--- src/rtl/jam_pkg.sv ---
// jam_pkg: shared constants, state enum and address helper for the JAM cost interface
package jam_pkg;
  localparam int N      = 8;
  localparam int COST_W = 7;
  localparam int MINC_W = 10;
  localparam int MC_W   = 4;
  localparam int RC_W   = 16;
  localparam int IDX_W  = $clog2(N);
  localparam int ADDR_W = 2 * IDX_W;

  typedef enum logic [1:0] {LOAD, SERVE, DONE} state_t;

  // Row-major table address: worker is the outer index, job the inner one.
  function automatic logic [ADDR_W-1:0] addr_of(input logic [IDX_W-1:0] w, input logic [IDX_W-1:0] j);
    return {w, j};
  endfunction
endpackage

--- src/rtl/jam_cost_ram.sv ---
// jam_cost_ram: N*N cost table with one write port and a registered, enabled read port
module jam_cost_ram
  import jam_pkg::*;
(
  input  logic              clk,
  input  logic              reset,
  input  logic              we,
  input  logic [ADDR_W-1:0] waddr,
  input  logic [COST_W-1:0] wdata,
  input  logic              re,
  input  logic [ADDR_W-1:0] raddr,
  output logic [COST_W-1:0] rdata
);
  logic [COST_W-1:0] mem [N*N];

  // Table storage is deliberately left unreset; a full reload always follows reset.
  always_ff @(posedge clk) begin
    if (we) mem[waddr] <= wdata;
  end

  // Read register only updates while serving, so the last cost holds otherwise.
  always_ff @(posedge clk or posedge reset) begin
    if (reset) rdata <= '0;
    else if (re) rdata <= mem[raddr];
  end
endmodule

--- src/rtl/jam_cost_server.sv ---
// jam_cost_server: loads the cost table, serves lookups to the solver and captures its result
module jam_cost_server
  import jam_pkg::*;
(
  input  logic              clk,
  input  logic              reset,
  input  logic              ld_valid,
  input  logic [COST_W-1:0] ld_data,
  output logic              ld_ready,
  output logic              serve_en,
  input  logic [IDX_W-1:0]  W,
  input  logic [IDX_W-1:0]  J,
  output logic [COST_W-1:0] Cost,
  input  logic              Valid,
  input  logic [MC_W-1:0]   MatchCount,
  input  logic [MINC_W-1:0] MinCost,
  input  logic              restart,
  output logic              res_valid,
  output logic [MC_W-1:0]   res_match,
  output logic [MINC_W-1:0] res_min,
  output logic [RC_W-1:0]   req_cnt,
  output logic              proto_err
);
  state_t state, state_nx;
  logic [ADDR_W-1:0] addr;
  logic accept, last_beat, capture, do_restart, illegal;

  assign ld_ready   = state == LOAD && !reset;
  assign serve_en   = state == SERVE;
  assign accept     = ld_valid && ld_ready;
  assign last_beat  = accept && addr == ADDR_W'(N*N-1);
  assign capture    = serve_en && Valid;
  assign do_restart = state == DONE && restart;
  assign illegal    = (Valid && state == LOAD) || (ld_valid && state != LOAD) || (capture && MatchCount == '0);

  // Next state: table complete, result captured, or restart from DONE.
  always_comb begin
    state_nx = state;
    state_nx = (state == LOAD && last_beat) ? SERVE :
               capture                      ? DONE  :
               do_restart                   ? SERVE : state;
  end

  // State register.
  always_ff @(posedge clk or posedge reset) begin
    if (reset) state <= LOAD;
    else state <= state_nx;
  end

  // Load address advances per accepted beat and wraps to 0 after the last one.
  always_ff @(posedge clk or posedge reset) begin
    if (reset) addr <= '0;
    else if (accept) addr <= addr + 1'b1;
  end

  // Lookup counter: one per SERVE cycle, saturating, cleared by restart.
  always_ff @(posedge clk or posedge reset) begin
    if (reset) req_cnt <= '0;
    else if (do_restart) req_cnt <= '0;
    else if (serve_en && req_cnt != '1) req_cnt <= req_cnt + 1'b1;
  end

  // Result capture with a single-cycle strobe; captured values hold until the next capture.
  always_ff @(posedge clk or posedge reset) begin
    if (reset) begin
      res_valid <= 1'b0;
      res_match <= '0;
      res_min   <= '0;
    end else begin
      res_valid <= capture;
      if (capture) begin
        res_match <= MatchCount;
        res_min   <= MinCost;
      end
    end
  end

  // Sticky protocol error flag, cleared only by reset.
  always_ff @(posedge clk or posedge reset) begin
    if (reset) proto_err <= 1'b0;
    else if (illegal) proto_err <= 1'b1;
  end

  jam_cost_ram u_ram (
    .clk   (clk),
    .reset (reset),
    .we    (accept),
    .waddr (addr),
    .wdata (ld_data),
    .re    (serve_en),
    .raddr (addr_of(W, J)),
    .rdata (Cost)
  );
endmodule

--- config.mk ---
export PLATFORM = sky130hd
export DESIGN_NAME = jam_cost_server
export DESIGN_NICKNAME = d
export VERILOG_FILES = /design/src/rtl/jam_pkg.sv /design/src/rtl/jam_cost_ram.sv /design/src/rtl/jam_cost_server.sv
export SDC_FILE = /design/constraint.sdc
export NUM_CORES = 1
export LEC_CHECK = 0
export BUFFER_PORTS_ARGS = -buffer_cell sky130_fd_sc_hd__buf_4
export CAP_MARGIN = 20
export CORE_ASPECT_RATIO = 1.75
export CORE_MARGIN = 3
export CORE_UTILIZATION = 60
export DETAILED_ROUTE_END_ITERATION = 8
export GPL_ROUTABILITY_DRIVEN = 0
export GPL_TIMING_DRIVEN = 1
export PLACE_DENSITY = 0.75
export SYNTH_ARGS = -nofsm -noshare
export SYNTH_HDL_FRONTEND = slang
export SYNTH_HIERARCHICAL = 1
export SYNTH_SLANG_ARGS = --single-unit
--- constraint.sdc ---
create_clock -name clk -period 3.3 [get_ports clk]
set_input_delay 0.33 -clock clk [delete_from_list [all_inputs] [get_ports clk]]
set_output_delay 0.33 -clock clk [all_outputs]
set_load 0.02 [all_outputs]
* After elaboration in Yosys (flattened, before gate mapping)
Memory sizes are Yosys's and may differ from the RTL's. A register that Yosys moved wholly into a read port is not among the register bits.
Index checks and enable logic that the tools add are counted.
W data, S select, Z words.
** Storage, ports and cells
- Input port bits :: 32
- Memory bits (writable) :: 448
- Latch bits :: 0
- Flip-flop bits (word level) :: 40
- ROM bits :: 0
- Logic and storage cells :: 39
- Output and inout bits :: 41
- Memories :: 1
** Operators by class
- Equality and inequality tests :: 4
- Shift operators :: 0
- Bitwise operators :: 0
- Multiply operators :: 0
- Reduce and logical (&&, ||, !) cells :: 18
- Multiplexer cells :: 7
- Order comparisons :: 0
- Divide/modulo/power cells :: 0
- Add/sub/neg operators :: 2
** Memories
- u_ram.mem :: words 64, width 7, rd ports 1, clocked after memory_dff 1, wr ports 1, RTL line jam_cost_ram.sv:14 : logic [COST_W-1:0] mem [N*N];
** Operators by type and width (number)
- $mux W16 :: 2
- $add A16 B1 Y16 const B :: 1
- $ne A16 B16 Y1 const B :: 1
- $logic_and A1 B1 Y1 :: 10
- $add A6 B1 Y6 const B :: 1
- $eq A6 B6 Y1 const B :: 1
- $mux W2 :: 3
- $logic_not A4 Y1 :: 1
- $reduce_bool A2 Y1 :: 2
- $reduce_bool A3 Y1 :: 1
- $eq A2 B1 Y1 const B :: 1
- $eq A2 B2 Y1 const B :: 1
- $logic_not A2 Y1 :: 1
- $logic_or A1 B1 Y1 :: 2
- $mux W1 :: 2
- $logic_not A1 Y1 :: 1

* Depth between registers and ports, before layout
Gate-level depths: netlist (run 1).
- Depth after elaboration :: 6
- Gate-level depth with buffers :: 9
- Mapped depth without buffers :: 5

* Modules after synthesis
Netlist (run 1), hierarchy kept.
** By module, submodules not included
- jam_cost_ram :: area an instance 17844.6 um2, cells an instance 814, sequential area each 13628.1 um2, times used 1
- jam_cost_server :: area an instance 1886.8 um2, cells an instance 167, sequential area each 1001.0 um2, times used 1

* Worst setup path before layout (run 1)
No wires, ideal clock.
- Path kind :: reg-to-reg
- From :: reg state[0]
- To :: mem u_ram.mem[48][0] (enable)
- Library setup time :: 0.380 ns
- Buffers on the path :: 1
- Arrival :: 2.110 ns
- Path slack :: 0.810 ns
- Required time :: 2.920 ns
- Period minus slack after synthesis :: 2.490 ns
- Stages on the path, launching flop included :: 6
- Cells stage by stage :: dfrtp_1 buf_2 nor4b_2 nor2b_1 nand4b_1 nor3_1
** On the way
- Cells in the longest elaborated chain, start to end :: 5
** RTL lines
- start, declared :: RTL line jam_cost_server.sv:24 : state_t state, state_nx;
- start signal, assigned :: RTL line jam_cost_server.sv:47 : else state <= state_nx;
- $logic_not A2 Y1 :: RTL line jam_cost_server.sv:28 : assign ld_ready = state == LOAD && !reset;
- $logic_and A1 B1 Y1 :: RTL line jam_cost_server.sv:28
- $logic_and A1 B1 Y1 :: RTL line jam_cost_server.sv:30 : assign accept = ld_valid && ld_ready;
- net accept :: RTL line jam_cost_server.sv:26 : logic accept, last_beat, capture, do_restart, illegal;
- $mux W1 :: RTL line jam_cost_ram.sv:18 : if (we) mem[waddr] <= wdata;
- $mux W1 (implied by the code) :: RTL line jam_cost_ram.sv:18
- end, declared :: RTL line jam_cost_ram.sv:14
The timed path passes the listed nets, and every way through them passes these cells.

* Worst setup path after layout (run 1)
- From :: reg state[0]
- To :: mem u_ram.mem[58][2] (enable)
The elaborated chain is that of the path after synthesis.

==> results of run 1 <==
[path summary, 6_finish.rpt]
kind / endpoint / slack [ns] / cells past startpoint
worst max register to register: u_ram/mem[58][2] / 0.56 / 5
worst max-delay path: u_ram/mem[58][2] / 0.56 / 5
worst min-delay path: res_match[0] / 0.02 / 2
min in group asynchronous: u_ram/rdata[0] / 0.39 / 3
worst min register to register: proto_err / 0.48 / 1
max in group asynchronous: res_match[1] / 1.97 / 4
[worst max-delay path: stages (launching register included)]
cell and delay [ns]:
sky130_fd_sc_hd__dfrtp_1 0.49, sky130_fd_sc_hd__nor4b_2 0.32, sky130_fd_sc_hd__buf_4 0.21, sky130_fd_sc_hd__nor2b_1 0.27, sky130_fd_sc_hd__nand2_1 0.36, sky130_fd_sc_hd__nor2_1 0.69
[layout make-up]
| type | instances | area, µm² | area share (%) |
|---|---|---|---|
| inverters | 12 | 45.0 | 0.201 |
| flip-flops and latches | 495 | 14600 | 65.2 |
| well taps | 400 | 500 | 2.23 |
| clock inverters | 25 | 230 | 1.03 |
| multi-input cells | 423 | 4760 | 21.2 |
| repair buffers | 129 | 1080 | 4.82 |
| clock buffers | 53 | 1190 | 5.29 |
[per-layer routing]
layer  vias up  global-route usage, %  share of wire, %
met3        98                   3.48               5.4
li1       4275                      -                 -
met1      5221                   33.4                38
met4         0                   10.7               4.5
met2       376                   41.3                52
met5         -                      0                 0
[where the power goes]
| group | leakage [µW] | internal [µW] | switching (µW) |
|---|---|---|---|
| Combinational | 0.00228 | 554 | 795 |
| Sequential | 0.00458 | 7050 | 211 |
| Clock | 0.000704 | 2870 | 2160 |
| Total | 0.00756 | 10500 | 3170 |
[kinds of logic (layout without fill, tap and decap cells)]
kind of cell	count (synthesis)	in the layout	share of synthesized area, %
DFF	495	495	74.1
muxes	189	189	17.2
and+or+nand+nor	169	169	4.28
buffers and inverters	63	219	1.72
AOI/OAI and AO/OA	58	58	2.34
xor gates and xnor gates	5	5	0.222
adders and majority gates	2	2	0.127
[registers in the layout, summed over array words and instances (netlist names)]
| register | cells |
|---|---|
| addr | 6 |
| proto_err | 1 |
| req_cnt | 16 |
| res_match | 4 |
| res_min | 10 |
| res_valid | 1 |
| state | 2 |
| u_ram/mem | 448 |
| u_ram/rdata | 7 |
[per-stage QoR]
stage                     worst slack [ns]  cells
after CTS                            0.548   1537
after detailed placement             0.638   1449
final                                0.556   1537
after global routing                 0.440   1537
after floorplan                      0.810    981
after global placement               0.657   1449
[cell usage in the layout, fill, tap and decap left out, types with 4 or more instances in the layout]
cell type,instances
sky130_fd_sc_hd__nand2b_1,4
sky130_fd_sc_hd__mux2_2,43
sky130_fd_sc_hd__a21oi_1,8
sky130_fd_sc_hd__nand3_1,25
sky130_fd_sc_hd__mux4_1,11
sky130_fd_sc_hd__nor2_1,69
sky130_fd_sc_hd__clkinv_2,13
sky130_fd_sc_hd__nand2_1,21
sky130_fd_sc_hd__clkinv_1,6
sky130_fd_sc_hd__inv_1,11
sky130_fd_sc_hd__or3_1,6
sky130_fd_sc_hd__buf_4,112
sky130_fd_sc_hd__buf_12,7
sky130_fd_sc_hd__a22o_1,7
sky130_fd_sc_hd__clkbuf_1,5
sky130_fd_sc_hd__nand4_1,7
sky130_fd_sc_hd__mux2i_1,34
sky130_fd_sc_hd__clkbuf_16,45
sky130_fd_sc_hd__o31ai_1,4
sky130_fd_sc_hd__dfrtp_1,47
sky130_fd_sc_hd__mux4_2,101
sky130_fd_sc_hd__bufinv_16,4
sky130_fd_sc_hd__or4_1,7
sky130_fd_sc_hd__nor3_1,6
sky130_fd_sc_hd__o221ai_1,7
sky130_fd_sc_hd__dlygate4sd3_1,10
sky130_fd_sc_hd__edfxtp_1,448
sky130_fd_sc_hd__a22oi_1,14
sky130_fd_sc_hd__nor2b_1,6
sky130_fd_sc_hd__a221oi_2,4
==> reports/qor.json, run 1 <==
{
  "run_status": "finished clean",
  "dpl_cell_area_mm2": 0.0209,
  "via_count_of_the_first_global_routing_pass": 10300,
  "worst_skew_pair.late_latency_ns": 0.56,
  "syn-instance-count": 981,
  "synth_enable_flop_cells": 448,
  "dr.pass1.iters": 8,
  "static-leakage-power_uw": 0.00756,
  "synthTopCellsByCount": "sky130_fd_sc_hd__edfxtp_1 (448), sky130_fd_sc_hd__mux4_2 (101), sky130_fd_sc_hd__nor2_1 (69)",
  "cts_root_buffer": "sky130_fd_sc_hd__clkbuf_16",
  "cts_tree": "done",
  "cp_data_required_time_ns": 3.47,
  "synth.ff_latch_count": 495,
  "synth-warning-count": 6,
  "postCtsSetupRepairBufs": 0,
  "cts.clk_slew.worst_paths_ns": 0.07,
  "detailedRoute.firstIterationViolations": 931,
  "timing.critical_path.fanout_max": 11,
  "clock_path_buffers": 3,
  "syn2layout_area_growth_pct": 13.7,
  "setup-tns-final_ns": 0,
  "via_density_per_instance": 6.49,
  "post-dp-hpwl_mm": 26.7,
  "worst-endpoint-arrival_ns": 2.92,
  "rsz_0062_raised_after_global_routing": "false",
  "timing_max_transition_violations_final": 0,
  "yosys-top-cells-area": "sky130_fd_sc_hd__edfxtp_1 (68%), sky130_fd_sc_hd__mux4_2 (12%), sky130_fd_sc_hd__dfrtp_1 (6.0%)",
  "fp-row-count": 87,
  "vias": 9970,
  "initial_antenna_violation_count": 0,
  "hp-start": "MatchCount[0]",
  "post_layout_instance_area_mm2": 0.0224,
  "async_flop_share_pct": 9.49,
  "htree_levels": 2,
  "worstSetupStartpoint": "state[0]",
  "routed_wl_mm": 42.5,
  "crit_type": "reg2reg",
  "hold_ws_ns": 0.0213,
  "synth-seq-area-share_pct": 74.1,
  "maximum_number_of_pins_on_one_net_before_global_route_repair": 65,
  "synthesis.area_mm2": 0.0197,
  "final_setup_fails": 0,
  "drive_above_1_share_pct": 30.0,
  "grt_use_total_pct": 24.9,
  "worst-slew-pin-transition_ns": 0.847,
  "initial_utilization_pct": 61.0,
  "max-slew-margin-rel_pct": 43.3,
  "synth.net_count": 1015,
  "buffer_ports.inserted": 72,
  "route.detailed.drc": 0,
  "yosysUniqueCellTypes": 56,
  "cts_sinks": 495,
  "timing.final.crit_share_pct": 83.1,
  "boundaryPins": 73,
  "timing.clock.skew_ns": 0.0201,
  "ctsResizeCount": 0,
  "grt_overflow": 0,
  "synth_most_common_cell": "sky130_fd_sc_hd__edfxtp_1",
  "die-width_um": 143,
  "p_per_area_mw_per_mm2": 608,
  "fmax_ghz": 0.364,
  "ys.flop_type": "sky130_fd_sc_hd__edfxtp_1",
  "antennaDiodeCount": 0,
  "crit-reg2reg-launch": "state[0]",
  "max_cap_viol_count": 0,
  "synth_top_area_cell": "sky130_fd_sc_hd__edfxtp_1",
  "min_path_type": "in2reg",
  "irDropWorstVdd_mv": 0.497,
  "post_drt_wl_per_cell_um": 27.6,
  "die_h_um": 246,
  "drtAntennaViolNets": 0,
  "power.total_uw": 13600,
  "tritoncts_buffers": 42,
  "nNetsFinal": 1137,
  "final-hold-violation-count": 0,
  "startpoint_type": "register",
  "filler_instances": 1973,
  "final_period_minus_worst_setup_slack_ns": 2.74,
  "endpoint_kind": "register",
  "synth_top_area_share_pct": 68.2,
  "dieArea_mm2": 0.0352,
  "global_route_wire_length_before_repair_mm": 63.6,
  "final_core_util_pct": 69.4,
  "fp.coreArea_mm2": 0.0323,
  "cts-hold-fix-buffers": 10,
  "avgSynthCellArea_um2": 20.1
}
Note: power is estimated with default switching activity, not from simulation.
==> run 2: changes to the inputs <==
Clock period 3.3 ns to 2.71 ns, I/O delays scaled along.
==> reports/qor.json, run 2 (synthesis results as in run 1) <==
{
  "timing.final.crit_share": {"value": 85.6, "unit": "%", "change": "was 83.1%"},
  "worst_r2r_path_depth": {"value": 5, "change": "unchanged"},
  "most_common_cell_after_layout_fill_and_taps_aside": {"value": "sky130_fd_sc_hd__edfxtp_1", "change": "unchanged"},
  "cp_data_required_time": {"value": 2.96, "unit": "ns", "change": "was 3.47 ns"},
  "timing_max_transition_violations_final": {"value": 0, "change": "unchanged"},
  "hp-start": {"value": "restart", "change": "was MatchCount[0]"},
  "path_depth": {"value": 5, "change": "unchanged"},
  "nNetsFinal": {"value": 1198, "change": "was 1137"},
  "drive_above_1_share": {"value": 32.1, "unit": "%", "change": "was 30.0%"},
  "antennaDiodeCount": {"value": 0, "change": "unchanged"},
  "reg_top3": {"value": "u_ram/mem: 448 flops, req_cnt: 16 flops, res_min: 10 flops", "change": "unchanged"},
  "ff2ff_setup_slack": {"value": 0.39, "unit": "ns", "change": "was 0.56 ns"},
  "syn2layout_area_growth": {"value": 16.4, "unit": "%", "change": "was 13.7%"},
  "timing.clock.skew": {"value": 0.0106, "unit": "ns", "change": "was 0.0201 ns"},
  "max_cap_viol_count": {"value": 0, "change": "unchanged"},
  "max-slew-margin-rel": {"value": 50.1, "unit": "%", "change": "was 43.3%"},
  "clock_path_buffers": {"value": 3, "change": "unchanged"},
  "critical_path.reg2reg.endpoint": {"value": "u_ram/mem[38][0]", "change": "was u_ram/mem[58][2]"},
  "post-dp-hpwl": {"value": 27.4, "unit": "mm", "change": "was 26.7 mm"},
  "initial_antenna_violation_count": {"value": 0, "change": "unchanged"},
  "min_delay_path_depth": {"value": 4, "change": "was 2"},
  "setup-tns-final": {"value": 0, "unit": "ns", "change": "unchanged"},
  "worst-endpoint-arrival": {"value": 2.57, "unit": "ns", "change": "was 2.92 ns"},
  "run_status": {"value": "finished clean", "change": "unchanged"},
  "buffer_ports.inserted": {"value": 72, "change": "unchanged"},
  "cts.clk_slew.worst_paths": {"value": 0.06, "unit": "ns", "change": "was 0.07 ns"},
  "largest_register_by_flop_count": {"value": "u_ram/mem", "change": "unchanged"},
  "grt_overflow": {"value": 0, "change": "unchanged"},
  "dieArea": {"value": 0.0352, "unit": "mm²", "change": "unchanged"},
  "crit_type": {"value": "reg2reg", "change": "unchanged"},
  "via_density_per_instance": {"value": 6.34, "change": "was 6.49"},
  "irDropWorstVdd": {"value": 0.572, "unit": "mV", "change": "was 0.497 mV"},
  "cts_root_buffer": {"value": "sky130_fd_sc_hd__clkbuf_16", "change": "unchanged"},
  "filler_instances": {"value": 1885, "change": "was 1973"},
  "crit-reg2reg-launch": {"value": "state[0]", "change": "unchanged"},
  "largest_register_ffs": {"value": 448, "change": "unchanged"},
  "worst_min_delay_path_endpoint": {"value": "req_cnt[9]", "change": "was res_match[0]"},
  "timing.critical_path.cells": {"value": "nor4b_2 -> nor2b_1 -> nand3_1 -> nor2_1 -> buf_4", "change": "was nor4b_2 -> buf_4 -> nor2b_1 -> nand2_1 -> nor2_1"},
  "tritoncts_buffers": {"value": 42, "change": "unchanged"},
  "hold_ws": {"value": 0.246, "unit": "ns", "change": "was 0.0213 ns"},
  "worst-slew-pin-transition": {"value": 0.745, "unit": "ns", "change": "was 0.847 ns"},
  "dr.pass1.iters": {"value": 5, "change": "was 8"},
  "rsz_0062_raised_after_global_routing": {"value": "false", "change": "unchanged"},
  "worst_skew_pair.late_latency": {"value": 0.54, "unit": "ns", "change": "was 0.56 ns"},
  "power.total": {"value": 16800, "unit": "µW", "change": "was 13600 µW"},
  "worstPathBufferInverterCount": {"value": 1, "change": "unchanged"},
  "drtAntennaViolNets": {"value": 0, "change": "unchanged"},
  "boundaryPins": {"value": 73, "change": "unchanged"},
  "fp.coreArea": {"value": 0.0323, "unit": "mm²", "change": "unchanged"},
  "vias": {"value": 10100, "change": "was 9970"},
  "timing.critical_path.fanout_max": {"value": 7, "change": "was 11"},
  "detailedRoute.firstIterationViolations": {"value": 822, "change": "was 931"},
  "min_path_type": {"value": "in2reg", "change": "unchanged"},
  "final_core_util": {"value": 71.0, "unit": "%", "change": "was 69.4%"},
  "htree_levels": {"value": 2, "change": "unchanged"},
  "maximum_number_of_pins_on_one_net_before_global_route_repair": {"value": 65, "change": "unchanged"},
  "via_count_of_the_first_global_routing_pass": {"value": 10700, "change": "was 10300"},
  "postCtsSetupRepairBufs": {"value": 0, "change": "unchanged"},
  "initial_utilization": {"value": 61.0, "unit": "%", "change": "unchanged"},
  "grt_use_total": {"value": 25.3, "unit": "%", "change": "was 24.9%"},
  "worst_path_largest_cell_delay": {"value": 0.44, "unit": "ns", "change": "was 0.69 ns"},
  "final_setup_fails": {"value": 0, "change": "unchanged"},
  "final-hold-violation-count": {"value": 0, "change": "unchanged"},
  "crit_slowest_cell": {"value": "sky130_fd_sc_hd__nand3_1", "change": "was sky130_fd_sc_hd__nor2_1"},
  "die-width": {"value": 143, "unit": "µm", "change": "unchanged"},
  "endpoint_kind": {"value": "register", "change": "unchanged"},
  "global_route_wire_length_before_repair": {"value": 65.5, "unit": "mm", "change": "was 63.6 mm"},
  "fp-row-count": {"value": 87, "change": "unchanged"},
  "die_h": {"value": 246, "unit": "µm", "change": "unchanged"},
  "startpoint_type": {"value": "register", "change": "unchanged"},
  "p_per_area": {"value": 731, "unit": "mW/mm²", "change": "was 608 mW/mm²"},
  "cts-hold-fix-buffers": {"value": 17, "change": "was 10"},
  "fmax": {"value": 0.431, "unit": "GHz", "change": "was 0.364 GHz"},
  "route.detailed.drc": {"value": 0, "change": "unchanged"},
  "routed_wl": {"value": 42.7, "unit": "mm", "change": "was 42.5 mm"},
  "worst_path_dominant_cell_family": {"value": "simple AND/OR/NAND/NOR gates", "change": "unchanged"},
  "cts_sinks": {"value": 495, "change": "unchanged"},
  "ctsResizeCount": {"value": 0, "change": "unchanged"},
  "most-common-layout-cells": {"value": "sky130_fd_sc_hd__edfxtp_1 (448), sky130_fd_sc_hd__buf_4 (163), sky130_fd_sc_hd__mux4_2 (101), sky130_fd_sc_hd__nor2_1 (69), sky130_fd_sc_hd__dfrtp_1 (47)", "change": "was sky130_fd_sc_hd__edfxtp_1 (448), sky130_fd_sc_hd__buf_4 (112), sky130_fd_sc_hd__mux4_2 (101), sky130_fd_sc_hd__nor2_1 (69), sky130_fd_sc_hd__dfrtp_1 (47)"},
  "cts_tree": {"value": "done", "change": "unchanged"},
  "final_period_minus_worst_setup_slack": {"value": 2.32, "unit": "ns", "change": "was 2.74 ns"},
  "static-leakage-power": {"value": 0.00788, "unit": "µW", "change": "was 0.00756 µW"},
  "post_drt_wl_per_cell": {"value": 26.7, "unit": "µm", "change": "was 27.6 µm"}
}
run 2: cell types whose count changed in the layout (fill, tap and decap cells not counted), sizes merged:
cell	previous run	this run
clkbuf	53	64
bufinv	4	6
clkinvlp	2	1
inv	12	11
buf	119	173
dlygate4sd3	10	17
clkinv	19	7
run 2: metal layers:
| metal | wire length [µm] | vias up | global-route usage (%) |
|---|---|---|---|
| li1 | - | 4383 | - |
| met1 | 15400 | 5271 | 32.3 |
| met2 | 23400 | 383 | 44.8 |
| met3 | 2270 | 84 | 2.96 |
| met4 | 1570 | 0 | 8.87 |
| met5 | 0 | - | 0 |
run 2: power breakdown:
group | internal (µW) | switching (µW)
sequential | 8590 | 256
combinational | 725 | 989
clock | 3680 | 2560
total | 13000 | 3810
run 2: stage by stage:
step	instance area [µm²]	cells	worst slack, ns
after floorplan	19700	981	0.220
after global placement	21400	1503	0.394
after detailed placement	21400	1503	0.366
after CTS	23000	1597	0.370
after global routing	23000	1597	0.205
final	23000	1597	0.391
run 2: area by class of cell:
cell class              count  area (µm²)  area share, %
repair buffers            190        1590           6.94
inverters                  12        45.0          0.196
clock buffers              64        1220           5.30
flip-flops and latches    495       14600           63.7
well taps                 400         500           2.18
clock inverters            13         214          0.932
multi-input cells         423        4760           20.7
run 2: worst max path at each step:
stage / from / endpoint / slack, ns
final: state[0] / u_ram/mem[38][0] / 0.39
after global routing: state[1] / u_ram/mem[38][0] / 0.21
after CTS: state[0] / u_ram/mem[38][0] / 0.37
after detailed placement: J[0] / u_ram/rdata[1] / 0.37
after global placement: J[0] / u_ram/rdata[0] / 0.39
after floorplan: state[0] / u_ram/mem[48][0] / 0.22
run 2: tightest hold or removal path, delay by kind of cell:
family / cells / cell delay (ns)
buffers and inverters: 1 / 0.11
and+or+nand+nor: 2 / 0.20
AOI/OAI and AO/OA: 1 / 0.16
==> run 3: changes to the inputs <==
Settings changed: CORE_UTILIZATION 60 to 55, MAX_ROUTING_LAYER set to met4, PLACE_DENSITY 0.75 to 0.72, SETUP_SLACK_MARGIN set to 0.4.
Clock period 2.71 ns to 2 ns, I/O delays scaled along.
==> reports/qor.json, run 3 (synthesis results as in run 1) <==
{
  "timing.final.crit_share": {"value": 98.9, "unit": "%", "change": "was 85.6%"},
  "p_per_area": {"value": 962, "unit": "mW/mm²", "change": "was 731 mW/mm²"},
  "power.total": {"value": 23800, "unit": "µW", "change": "was 16800 µW"},
  "fp.coreArea": {"value": 0.0353, "unit": "mm²", "change": "was 0.0323 mm²"},
  "antennaDiodeCount": {"value": 0, "change": "unchanged"},
  "setup-tns-final": {"value": 0, "unit": "ns", "change": "unchanged"},
  "cts.clk_slew.worst_paths": {"value": 0.07, "unit": "ns", "change": "was 0.06 ns"},
  "buffer_ports.inserted": {"value": 72, "change": "unchanged"},
  "reg_top3": {"value": "u_ram/mem: 448 flops, req_cnt: 16 flops, res_min: 10 flops", "change": "unchanged"},
  "timing_max_transition_violations_final": {"value": 0, "change": "unchanged"},
  "drive_above_1_share": {"value": 45.4, "unit": "%", "change": "was 32.1%"},
  "largest_register_ffs": {"value": 448, "change": "unchanged"},
  "clock_path_buffers": {"value": 3, "change": "unchanged"},
  "initial_utilization": {"value": 55.9, "unit": "%", "change": "was 61.0%"},
  "startpoint_type": {"value": "register", "change": "unchanged"},
  "final-hold-violation-count": {"value": 0, "change": "unchanged"},
  "drtAntennaViolNets": {"value": 0, "change": "unchanged"},
  "final_period_minus_worst_setup_slack": {"value": 1.98, "unit": "ns", "change": "was 2.32 ns"},
  "final_setup_fails": {"value": 0, "change": "unchanged"},
  "finalWorstSetupSlack": {"value": 0.0225, "unit": "ns", "change": "was 0.391 ns"},
  "routed_wl": {"value": 44.8, "unit": "mm", "change": "was 42.7 mm"},
  "grt_use_total": {"value": 24.5, "unit": "%", "change": "was 25.3%"},
  "place_ws": {"value": -0.285, "unit": "ns", "change": "was 0.366 ns"},
  "grt_overflow": {"value": 0, "change": "unchanged"},
  "via_density_per_instance": {"value": 6.09, "change": "was 6.34"},
  "worst-endpoint-arrival": {"value": 2.25, "unit": "ns", "change": "was 2.57 ns"},
  "most-common-layout-cells": {"value": "sky130_fd_sc_hd__edfxtp_1 (448), sky130_fd_sc_hd__buf_4 (144), sky130_fd_sc_hd__mux4_2 (106), sky130_fd_sc_hd__nor2_4 (59), sky130_fd_sc_hd__clkbuf_16 (43)", "change": "was sky130_fd_sc_hd__edfxtp_1 (448), sky130_fd_sc_hd__buf_4 (163), sky130_fd_sc_hd__mux4_2 (101), sky130_fd_sc_hd__nor2_1 (69), sky130_fd_sc_hd__dfrtp_1 (47)"},
  "cts_tree": {"value": "done", "change": "unchanged"},
  "tritoncts_buffers": {"value": 42, "change": "unchanged"},
  "fmax": {"value": 0.506, "unit": "GHz", "change": "was 0.431 GHz"},
  "timing.critical_path.cells": {"value": "nor4b_4 -> buf_4 -> nor2b_4 -> nand4b_1 -> buf_6 -> nor3_4 -> buf_12", "change": "was nor4b_2 -> nor2b_1 -> nand3_1 -> nor2_1 -> buf_4"},
  "post-dp-hpwl": {"value": 28.7, "unit": "mm", "change": "was 27.4 mm"},
  "htree_levels": {"value": 2, "change": "unchanged"},
  "most_common_cell_after_layout_fill_and_taps_aside": {"value": "sky130_fd_sc_hd__edfxtp_1", "change": "unchanged"},
  "largest_register_by_flop_count": {"value": "u_ram/mem", "change": "unchanged"},
  "via_count_of_the_first_global_routing_pass": {"value": 11000, "change": "was 10700"},
  "static-leakage-power": {"value": 0.00835, "unit": "µW", "change": "was 0.00788 µW"},
  "initial_antenna_violation_count": {"value": 0, "change": "unchanged"},
  "timing.critical_path.fanout_max": {"value": 7, "change": "unchanged"},
  "die-width": {"value": 149, "unit": "µm", "change": "was 143 µm"},
  "endpoint_kind": {"value": "register", "change": "unchanged"},
  "timing.clock.skew": {"value": 0.0219, "unit": "ns", "change": "was 0.0106 ns"},
  "worst_skew_pair.late_latency": {"value": 0.56, "unit": "ns", "change": "was 0.54 ns"},
  "cp_data_required_time": {"value": 2.27, "unit": "ns", "change": "was 2.96 ns"},
  "run_status": {"value": "finished clean", "change": "unchanged"},
  "cts_root_buffer": {"value": "sky130_fd_sc_hd__clkbuf_16", "change": "unchanged"},
  "detailedRoute.firstIterationViolations": {"value": 798, "change": "was 822"},
  "die_h": {"value": 257, "unit": "µm", "change": "was 246 µm"},
  "nNetsFinal": {"value": 1248, "change": "was 1198"},
  "hold_ws": {"value": 0.0724, "unit": "ns", "change": "was 0.246 ns"},
  "route.detailed.drc": {"value": 0, "change": "unchanged"},
  "syn2layout_area_growth": {"value": 25.3, "unit": "%", "change": "was 16.4%"},
  "fp-row-count": {"value": 91, "change": "was 87"},
  "dieArea": {"value": 0.0383, "unit": "mm²", "change": "was 0.0352 mm²"},
  "irDropWorstVdd": {"value": 0.840, "unit": "mV", "change": "was 0.572 mV"},
  "post_drt_wl_per_cell": {"value": 26.2, "unit": "µm", "change": "was 26.7 µm"},
  "max-slew-margin-rel": {"value": 44.8, "unit": "%", "change": "was 50.1%"},
  "vias": {"value": 10400, "change": "was 10100"},
  "worst-slew-pin-transition": {"value": 0.827, "unit": "ns", "change": "was 0.745 ns"},
  "max_cap_viol_count": {"value": 0, "change": "unchanged"},
  "dr.pass1.iters": {"value": 5, "change": "unchanged"},
  "crit_slowest_cell": {"value": "sky130_fd_sc_hd__dfrtp_1", "change": "was sky130_fd_sc_hd__nand3_1"},
  "maximum_number_of_pins_on_one_net_before_global_route_repair": {"value": 65, "change": "unchanged"},
  "rsz_0062_raised_after_global_routing": {"value": "true", "change": "was false"},
  "boundaryPins": {"value": 73, "change": "unchanged"},
  "crit_type": {"value": "reg2reg", "change": "unchanged"},
  "worst_path_largest_cell_delay": {"value": 0.41, "unit": "ns", "change": "was 0.44 ns"},
  "global_route_wire_length_before_repair": {"value": 67.6, "unit": "mm", "change": "was 65.5 mm"},
  "ff2ff_setup_slack": {"value": 0.02, "unit": "ns", "change": "was 0.39 ns"},
  "min_path_type": {"value": "in2reg", "change": "unchanged"},
  "cts_sinks": {"value": 495, "change": "unchanged"}
}
-- run 3: cell types whose count changed in the layout (fill, tap and decap cells not counted), sizes merged --
cell      delta
buf         +50
clkbuf      -10
clkinv       +6
inv          +3
bufinv       -1
clkinvlp     +1
-- run 3: where the power goes --
group / switching (µW) / internal [µW]
sequential: 358 / 11600
combinational: 2020 / 1470
clock: 3570 / 4730
-- run 3: final timing paths --
| check | startpoint | to | cells past startpoint |
|---|---|---|---|
| worst max-delay path | state[1] | u_ram/mem[48][4] | 7 |
| worst min-delay path | ld_valid | proto_err | 4 |
| worst min register to register | res_min[6] | res_min[6] | 1 |
| max in group asynchronous | reset | req_cnt[8] | 5 |
| min in group asynchronous | reset | u_ram/rdata[5] | 4 |
| worst max register to register | state[1] | u_ram/mem[48][4] | 7 |
-- run 3: critical path, delay by kind of cell (launching register included) --
kind	cells	cell delay (ns)
buffers and inverters	3	0.52
AND/OR/NAND/NOR	4	0.78
flip-flops	1	0.41
-- run 3: final cells by class --
class / count / area, µm²
multi-input combinational: 423 / 5610
timing repair buffer: 240 / 2450
fill: 2115 / 10600
clock buffer: 54 / 1150
sequential: 495 / 14600
tap: 465 / 582
inverter: 12 / 52.6
clock inverter: 22 / 246
-- run 3: what timing repair did --
action / 4_1_cts / 5_1_grt
endpoints found under the hold margin: 28 / 0
pin swaps: 44 / 32
resized for setup: 121 / 75
gates cloned: 0 / 1
setup endpoints to repair: 488 / 495
hold buffers: 17 / 0
buffers inserted: 23 / 8
-- run 3: metrics by stage --
step                instance area, µm²  utilization (%)  cells
detailed placement               22100             62.5   1585
global route                     24700             70.1   1711
global placement                 22100             62.5   1585
CTS                              24300             68.9   1701
finish                           24700             70.1   1711
floorplan                        20000                -    981
-- run 3: layer usage --
| metal | share of wire (%) | global-route usage [%] |
|---|---|---|
| met1 | 34 | 28.3 |
| met2 | 56 | 43.5 |
| met3 | 4.7 | 2.99 |
| met4 | 4.7 | 9.85 |
| met5 | 0 | - |
